## src/rtl/frame_deframer_pkg.sv

```systemverilog
//============================================================================
// frame_deframer_pkg : shared flag bytes, frame codes, error codes, CRC-32
// Revision 1.0 - initial release
//============================================================================
`default_nettype none

package frame_deframer_pkg;

  localparam logic [7:0] DEF_FRAME_START = 8'h06;
  localparam logic [7:0] DEF_FRAME_END   = 8'h07;
  localparam logic [7:0] DEF_ESC_VAL     = 8'h14;
  localparam logic [7:0] DEF_ESC_XOR     = 8'h20;

  typedef enum logic [7:0] {
    FT_DATA    = 8'h01,
    FT_CONFIRM = 8'h02,
    FT_ERROR   = 8'h03
  } frame_type_e;

  typedef enum logic [7:0] {
    CONF_OK    = 8'h00,
    CONF_ERROR = 8'hFF
  } confirm_code_e;

  typedef enum logic [1:0] {
    ERR_NONE = 2'd0,
    ERR_LEN  = 2'd1,
    ERR_ESC  = 2'd2,
    ERR_CRC  = 2'd3
  } err_code_e;

  typedef enum logic [1:0] {
    ST_IDLE = 2'd0,
    ST_RECV = 2'd1,
    ST_ESC  = 2'd2
  } state_e;

  localparam logic [31:0] CRC_POLY = 32'hEDB88320;
  localparam logic [31:0] CRC_INIT = 32'hFFFFFFFF;

endpackage

`default_nettype wire

```

## src/rtl/frame_deframer_if.sv

```systemverilog
//============================================================================
// frame_deframer_if : raw receive byte strobe in, assembled frame bus out
// Revision 1.0 - initial release
//============================================================================
`default_nettype none

interface frame_deframer_if #(
  parameter int FRAME_BYTES = 75
);
  localparam int FRAME_SIZE = FRAME_BYTES*8-1;

  logic [7:0]          rx_byte;
  logic                rx_valid;
  logic [0:FRAME_SIZE] fout;
  logic                fout_valid;
  logic                err_valid;
  logic [1:0]          err_code;
  logic                busy;

  modport master (
    output rx_byte, rx_valid,
    input  fout, fout_valid, err_valid, err_code, busy
  );

  modport slave (
    input  rx_byte, rx_valid,
    output fout, fout_valid, err_valid, err_code, busy
  );

endinterface

`default_nettype wire

```

## src/rtl/frame_deframer_crc32_byte.sv

```systemverilog
//============================================================================
// crc32_byte : one-byte step of reflected CRC-32, purely combinational
// Revision 1.0 - initial release
//============================================================================
`default_nettype none

module crc32_byte
  import frame_deframer_pkg::*;
(
  input  logic [31:0] i_crc,
  input  logic [7:0]  i_data,
  output logic [31:0] o_crc
);

  logic [31:0] w_crc;

  always_comb begin
    w_crc = i_crc ^ {24'h000000, i_data};
    for (int b = 0; b < 8; b++) begin
      w_crc = w_crc[0] ? ((w_crc >> 1) ^ CRC_POLY) : (w_crc >> 1);
    end
  end

  assign o_crc = w_crc;

endmodule

`default_nettype wire

```

## src/rtl/frame_deframer.sv

```systemverilog
//============================================================================
// frame_deframer : hunts FRAME_START, unstuffs, packs a fixed-length frame
// Optional CRC-32 check built when DEFRAMER_CRC_CHECK_EN is defined.
// Revision 1.0 - initial release
//============================================================================
`default_nettype none

module frame_deframer
  import frame_deframer_pkg::*;
#(
  parameter int         DATA_SIZE     = 64,
  parameter int         PREAMBLE_SIZE = 7,
  parameter int         CRC_SIZE      = 4,
  parameter logic [7:0] FRAME_START   = DEF_FRAME_START,
  parameter logic [7:0] FRAME_END     = DEF_FRAME_END,
  parameter logic [7:0] ESC_VAL       = DEF_ESC_VAL,
  parameter logic [7:0] ESC_XOR       = DEF_ESC_XOR
) (
  input  logic             clk,
  input  logic             rst,
  frame_deframer_if.slave  bus
);

  localparam int FRAME_BYTES = PREAMBLE_SIZE + DATA_SIZE + CRC_SIZE;
  localparam int FRAME_SIZE  = FRAME_BYTES*8 - 1;
  localparam int CRC_BYTES   = PREAMBLE_SIZE + DATA_SIZE;
  localparam int CNT_W       = $clog2(FRAME_BYTES + 1);

  localparam logic [CNT_W-1:0] c_FULL    = CNT_W'(FRAME_BYTES);
  localparam logic [CNT_W-1:0] c_CRC_END = CNT_W'(CRC_BYTES);

  state_e              r_state;
  state_e              w_state_nxt;
  logic [CNT_W-1:0]    r_count;
  logic [CNT_W-1:0]    w_count_nxt;
  logic [7:0]          r_shadow [FRAME_BYTES];
  logic [0:FRAME_SIZE] w_shadow_flat;
  logic [0:FRAME_SIZE] r_fout;
  logic                r_fout_valid;
  logic                r_err_valid;
  err_code_e           r_err_code;

  logic                w_full;
  logic                w_store;
  logic [7:0]          w_store_byte;
  logic                w_good;
  logic                w_err;
  err_code_e           w_err_code;
  logic                w_restart;
  logic                w_crc_ok;

  assign w_full = (r_count == c_FULL);

  always_comb begin
    w_state_nxt  = r_state;
    w_count_nxt  = r_count;
    w_store      = 1'b0;
    w_store_byte = bus.rx_byte;
    w_good       = 1'b0;
    w_err        = 1'b0;
    w_err_code   = ERR_LEN;
    w_restart    = 1'b0;

    case (r_state)
      ST_IDLE: begin
        if (bus.rx_valid && (bus.rx_byte == FRAME_START)) begin
          w_state_nxt = ST_RECV;
          w_count_nxt = '0;
          w_restart   = 1'b1;
        end
      end

      ST_RECV: begin
        if (bus.rx_valid) begin
          if (bus.rx_byte == ESC_VAL) begin
            w_state_nxt = ST_ESC;
          end else if (bus.rx_byte == FRAME_END) begin
            w_state_nxt = ST_IDLE;
            if (!w_full) begin
              w_err      = 1'b1;
              w_err_code = ERR_LEN;
            end else if (!w_crc_ok) begin
              w_err      = 1'b1;
              w_err_code = ERR_CRC;
            end else begin
              w_good     = 1'b1;
            end
          end else if (bus.rx_byte == FRAME_START) begin
            // Resync: the new START opens a fresh frame immediately
            w_err       = 1'b1;
            w_err_code  = ERR_LEN;
            w_count_nxt = '0;
            w_restart   = 1'b1;
          end else if (w_full) begin
            w_err       = 1'b1;
            w_err_code  = ERR_LEN;
            w_state_nxt = ST_IDLE;
          end else begin
            w_store     = 1'b1;
            w_count_nxt = r_count + 1'b1;
          end
        end
      end

      ST_ESC: begin
        if (bus.rx_valid) begin
          if ((bus.rx_byte == FRAME_START) || (bus.rx_byte == FRAME_END) ||
              (bus.rx_byte == ESC_VAL)) begin
            w_err       = 1'b1;
            w_err_code  = ERR_ESC;
            w_state_nxt = ST_IDLE;
          end else if (w_full) begin
            w_err       = 1'b1;
            w_err_code  = ERR_LEN;
            w_state_nxt = ST_IDLE;
          end else begin
            w_store      = 1'b1;
            w_store_byte = bus.rx_byte ^ ESC_XOR;
            w_count_nxt  = r_count + 1'b1;
            w_state_nxt  = ST_RECV;
          end
        end
      end

      default: begin
        w_state_nxt = ST_IDLE;
      end
    endcase
  end

  always_ff @(posedge clk) begin
    if (rst) begin
      r_state      <= ST_IDLE;
      r_count      <= '0;
      r_fout       <= '0;
      r_fout_valid <= 1'b0;
      r_err_valid  <= 1'b0;
      r_err_code   <= ERR_NONE;
    end else begin
      r_state      <= w_state_nxt;
      r_count      <= w_count_nxt;
      r_fout_valid <= w_good;
      r_err_valid  <= w_err;
      if (w_good) begin
        r_fout <= w_shadow_flat;
      end
      if (w_err) begin
        r_err_code <= w_err_code;
      end
    end
  end

  // Shadow needs no reset: a good frame always rewrites every byte first
  always_ff @(posedge clk) begin
    if (!rst && w_store) begin
      r_shadow[r_count] <= w_store_byte;
    end
  end

  for (genvar k = 0; k < FRAME_BYTES; k++) begin : g_pack
    assign w_shadow_flat[8*k +: 8] = r_shadow[k];
  end

`ifdef DEFRAMER_CRC_CHECK_EN
  logic [31:0] r_crc;
  logic [31:0] w_crc_step;
  logic [31:0] w_crc_rx;

  crc32_byte u_crc32_byte (
    .i_crc  (r_crc),
    .i_data (w_store_byte),
    .o_crc  (w_crc_step)
  );

  always_ff @(posedge clk) begin
    if (rst || w_restart) begin
      r_crc <= CRC_INIT;
    end else if (w_store && (r_count < c_CRC_END)) begin
      r_crc <= w_crc_step;
    end
  end

  // Trailer carries the CRC least significant byte first
  for (genvar k = 0; k < 4; k++) begin : g_crc_rx
    assign w_crc_rx[8*k +: 8] = r_shadow[CRC_BYTES + k];
  end

  assign w_crc_ok = (w_crc_rx == ~r_crc);
`else
  assign w_crc_ok = 1'b1;
`endif

  assign bus.fout       = r_fout;
  assign bus.fout_valid = r_fout_valid;
  assign bus.err_valid  = r_err_valid;
  assign bus.err_code   = r_err_code;
  assign bus.busy       = (r_state != ST_IDLE);

endmodule

`default_nettype wire

```

## src/flat_wrapper.sv

```systemverilog
// flat-port wrapper written by rule: the top's interface ports become plain ports
module frame_deframer_flat import frame_deframer_pkg::*;
#(
  parameter int         DATA_SIZE     = 64,
  parameter int         PREAMBLE_SIZE = 7,
  parameter int         CRC_SIZE      = 4,
  parameter logic [7:0] FRAME_START   = DEF_FRAME_START,
  parameter logic [7:0] FRAME_END     = DEF_FRAME_END,
  parameter logic [7:0] ESC_VAL       = DEF_ESC_VAL,
  parameter logic [7:0] ESC_XOR       = DEF_ESC_XOR
)
  (clk, rst, bus_rx_byte, bus_rx_valid, bus_fout, bus_fout_valid, bus_err_valid, bus_err_code, bus_busy);
  frame_deframer_if #(.FRAME_BYTES((75))) bus_i ();
  input  logic clk;
  input  logic rst;
  input wire logic [$bits(bus_i.rx_byte)-1:0] bus_rx_byte;
  input wire logic [$bits(bus_i.rx_valid)-1:0] bus_rx_valid;
  output wire logic [$bits(bus_i.fout)-1:0] bus_fout;
  output wire logic [$bits(bus_i.fout_valid)-1:0] bus_fout_valid;
  output wire logic [$bits(bus_i.err_valid)-1:0] bus_err_valid;
  output wire logic [$bits(bus_i.err_code)-1:0] bus_err_code;
  output wire logic [$bits(bus_i.busy)-1:0] bus_busy;
  assign bus_i.rx_byte = bus_rx_byte;
  assign bus_i.rx_valid = bus_rx_valid;
  assign bus_fout = bus_i.fout;
  assign bus_fout_valid = bus_i.fout_valid;
  assign bus_err_valid = bus_i.err_valid;
  assign bus_err_code = bus_i.err_code;
  assign bus_busy = bus_i.busy;
  frame_deframer #(.DATA_SIZE(DATA_SIZE), .PREAMBLE_SIZE(PREAMBLE_SIZE), .CRC_SIZE(CRC_SIZE), .FRAME_START(FRAME_START), .FRAME_END(FRAME_END), .ESC_VAL(ESC_VAL), .ESC_XOR(ESC_XOR)) u_core (.clk(clk), .rst(rst), .bus(bus_i));
endmodule
```

## config.mk

```make
export PLATFORM = sky130hd
export DESIGN_NAME = frame_deframer_flat
export DESIGN_NICKNAME = d
export VERILOG_FILES = /design/src/rtl/frame_deframer_pkg.sv /design/src/rtl/frame_deframer_if.sv /design/src/rtl/frame_deframer_crc32_byte.sv /design/src/rtl/frame_deframer.sv /design/src/flat_wrapper.sv
export SDC_FILE = /design/constraint.sdc
export NUM_CORES = 2
export LEC_CHECK = 0
export CORE_ASPECT_RATIO = 0.6
export CORE_MARGIN = 4
export CORE_UTILIZATION = 48
export CTS_CLUSTER_DIAMETER = 60
export DETAILED_ROUTE_END_ITERATION = 8
export MAX_ROUTING_LAYER = met4
export PLACE_DENSITY = 0.75
export SLEW_MARGIN = 20
export SYNTH_ARGS = -nofsm -noshare
export SYNTH_HDL_FRONTEND = slang
export SYNTH_SLANG_ARGS = --single-unit
```

## constraint.sdc

```tcl
create_clock -name clk -period 6 [get_ports clk]
set_input_delay 1.8 -clock clk [delete_from_list [all_inputs] [get_ports clk]]
set_output_delay 1.8 -clock clk [all_outputs]
set_load 0.005 [all_outputs]
```

==> out/results.tsv <==
metric	value	unit
top-area cell type share of the netlist area	45.2	%
Reg-to-Reg End	u_core.r_shadow[50][6]	
Register Area	30300	um2
Final Wtd Congestion	0.826	
status	finished, final reports clean	
PortBufs	615	
RSZ-0062 raised after global routing	false	
WP data arrival	5.05	ns
sequential cell area fraction in the yosys report	75.9	%
maximum root-to-sink buffer count	3	
routed wl met3	9.26	mm
FF+latch count, synth	1213	
Synth warnings	0	
# clock sinks	1213	
Post-Syn Nets	3445	
largest net degree at the start of global routing	195	
Async SR Flop Fraction	0	%
WL met1	50.6	mm
layout cells sized above 1	6.09	%
global-route total usage across every layer	26.4	%
CP endpoint	u_core.r_shadow[50][6]	
max_cap viols	0	
final hold slack	0.450	ns
final WL	116	mm
r2r setup slk	2.13	ns
Slew Limit Fails	0	
crit end category	register	
commonest cells in the netlist	nand2_1, dfxtp_1, a21oi_1, edfxtp_1, buf_2	
Setup crit start	bus_rx_byte[5]	
Area Overhead vs Synth	26.9	%
Hold Crit Depth	2	
CTS clk-pin slew, worst paths	0.07	ns
hold_buf cts	0	
area of the mapped netlist	39900	um2
crit path time final	4.73	ns
Critical Path RT	6.31	ns
Worst Path Max Fanout	10	
Critical Path Start Type	input pin	
remaining antenna violation count	0	
Yosys cell types	48	
Rows	81	
initial antenna violation count	5	
clk root buf	clkbuf_16	
GRT overflow	0	
wire length of the first global-routing pass	170	mm
ys flop type	dfxtp_1	
DRT Pass-1 Iters	5	
Iteration-0 DRC Markers	2834	
cell count after synthesis	3429	
most common cell in the netlist	nand2_1	
filler cell count	6252	
H-tree depth	3	
worst slew pin tran	1.17	ns
Power Density	313	nW/um2
reg2reg start	u_core.r_count[5]	
cells resized by post-CTS repair	0	
DRC	0	
area occupied by multi-input gates	8660	um2
TritonCTS buffer count	104	
R2R depth	5	
core box area	81900	um2
Max Fclk	211	MHz
WS Path Type	input pin to register	
number of I/O pins	616	
CTS tree	built	
Chip Width	380	um
Pleak	16.0	nW
DP Wirelength	72.0	mm
Starting Density	48.7	%
Rel. slew slack	21.9	%
Vias	27600	
die height	231	um
setup tns final	0	ns
Finish-stage setup viols	0	
Skew-Pair Late Insertion Delay	0.71	ns
vias in the first global route	26500	
min-delay worst type	register to register	
Final #Nets	4018	
wire per inst	22.4	um
routed vias/inst	5.34	
maximum vdd drop	0.280	mV
final hold vios	0	
period utilisation layout	78.9	%
Max Used Layer	met4	
Setup Skew	0.0246	ns
EDFF count, synth	600	
Synth area leaders	edfxtp_1, dfxtp_1, nand2_1, a21oi_1, buf_2	
Syn Area/Cell	11.6	um2
post-synth top area cell	edfxtp_1	
Die Footprint	87900	um2
post-CTS setup buffer count	0	
routed length on met2	53.1	mm
[critical path, cell delays in order]
cell and delay, ns:
clkdlybuf4s50_1 0.77, a211oi_1 0.10, buf_4 0.18, nor4_1 0.51, nand2_1 0.63, nor2_1 1.03
[worst min path at each step]
stage / endpoint / slack, ns / from
after floorplan: bus_fout[0] / 0.45 / bus_fout[0]
after global placement: bus_fout[271] / 0.44 / bus_fout[271]
after detailed placement: bus_fout[102] / 0.44 / bus_fout[102]
after CTS: bus_fout[424] / 0.45 / bus_fout[424]
after global routing: bus_fout[410] / 0.46 / bus_fout[410]
final: bus_fout[413] / 0.45 / bus_fout[413]
[power by group]
part	leakage [nW]	internal [W]	switching [W]
Sequential	10.3	0.00867	0.0000000564
Combinational	3.91	0.0000196	0.000191
Clock	1.75	0.00390	0.00304
Total	16.0	0.0126	0.00323
[stage by stage]
stage | cell area [um2] | cells | power, W | setup WS [ns] | util (%)
after CTS | 50600 | 5169 | 0.0159 | 1.23 | 61.8
after floorplan | 39900 | 3429 | 0.00893 | 0.281 | -
after detailed placement | 47100 | 4975 | 0.00907 | 0.515 | 57.5
after global placement | 47100 | 4975 | 0.00907 | 0.612 | 57.5
after global routing | 50600 | 5170 | 0.0163 | 1.02 | 61.8
final | 50600 | 5170 | 0.0158 | 1.27 | 61.8
[state kept, by name (all words and copies together), names as in the netlist]
| signal | flops |
|---|---|
| u_core.bus.err_valid | 1 |
| u_core.bus.err_code | 2 |
| u_core.r_count | 7 |
| bus_fout | 600 |
| u_core.r_state | 2 |
| u_core.bus.fout_valid | 1 |
| u_core.r_shadow | 600 |
[metal layers]
layer	track usage [%]	up-vias
met2	39.7	1149
li1	-	12700
met3	5.73	195
met4	6.85	0
met5	-	-
met1	36.8	13500
[cells in the final DEF, fill, tap and decap left out, types with 2 or more instances in the layout]
| master | count |
|---|---|
| nor2_2 | 2 |
| mux2i_1 | 3 |
| clkinv_2 | 23 |
| clkbuf_16 | 108 |
| clkinv_8 | 4 |
| o41a_1 | 2 |
| or2_2 | 2 |
| ha_1 | 5 |
| clkbuf_1 | 25 |
| or4bb_1 | 2 |
| a211oi_1 | 2 |
| a32o_1 | 3 |
| clkbuf_8 | 13 |
| o32a_1 | 2 |
| inv_16 | 3 |
| nor3_1 | 6 |
| o22ai_1 | 3 |
| dfxtp_1 | 613 |
| nor2_1 | 83 |
| nand2b_1 | 3 |
| nand3b_1 | 3 |
| bufinv_16 | 9 |
| a21oi_1 | 600 |
| o21a_1 | 2 |
| nor2b_1 | 7 |
| nor3b_1 | 3 |
| nand4_1 | 3 |
| inv_6 | 4 |
| edfxtp_1 | 600 |
| nor4_1 | 2 |
| clkdlybuf4s50_1 | 607 |
| inv_1 | 5 |
| nand3_1 | 10 |
| nand2_1 | 1226 |
| o21ai_0 | 4 |
| nand4b_1 | 2 |
| buf_12 | 10 |
| buf_4 | 59 |
| clkinvlp_4 | 4 |
[cell type report]
type	count	area share [%]
inverters	5	0.0371
well taps	1079	2.67
flip-flops and latches	1213	59.8
diodes	1	0.00494
repair buffers	678	13.3
clock inverters	48	1.14
multi-input cells	2000	17.1
clock buffers	146	5.88
[kinds of logic after synthesis]
group | synth area share (%)
adder cells (fa/ha/maj) | 0.157
flip-flops | 75.9
AND/OR/NAND/NOR | 13.2
AO/OA/AOI/OAI | 8.15
XOR/XNOR | 0.0220
buffers and inverters | 2.43
multiplexers | 0.0753
(Power assumes the default switching activity.)
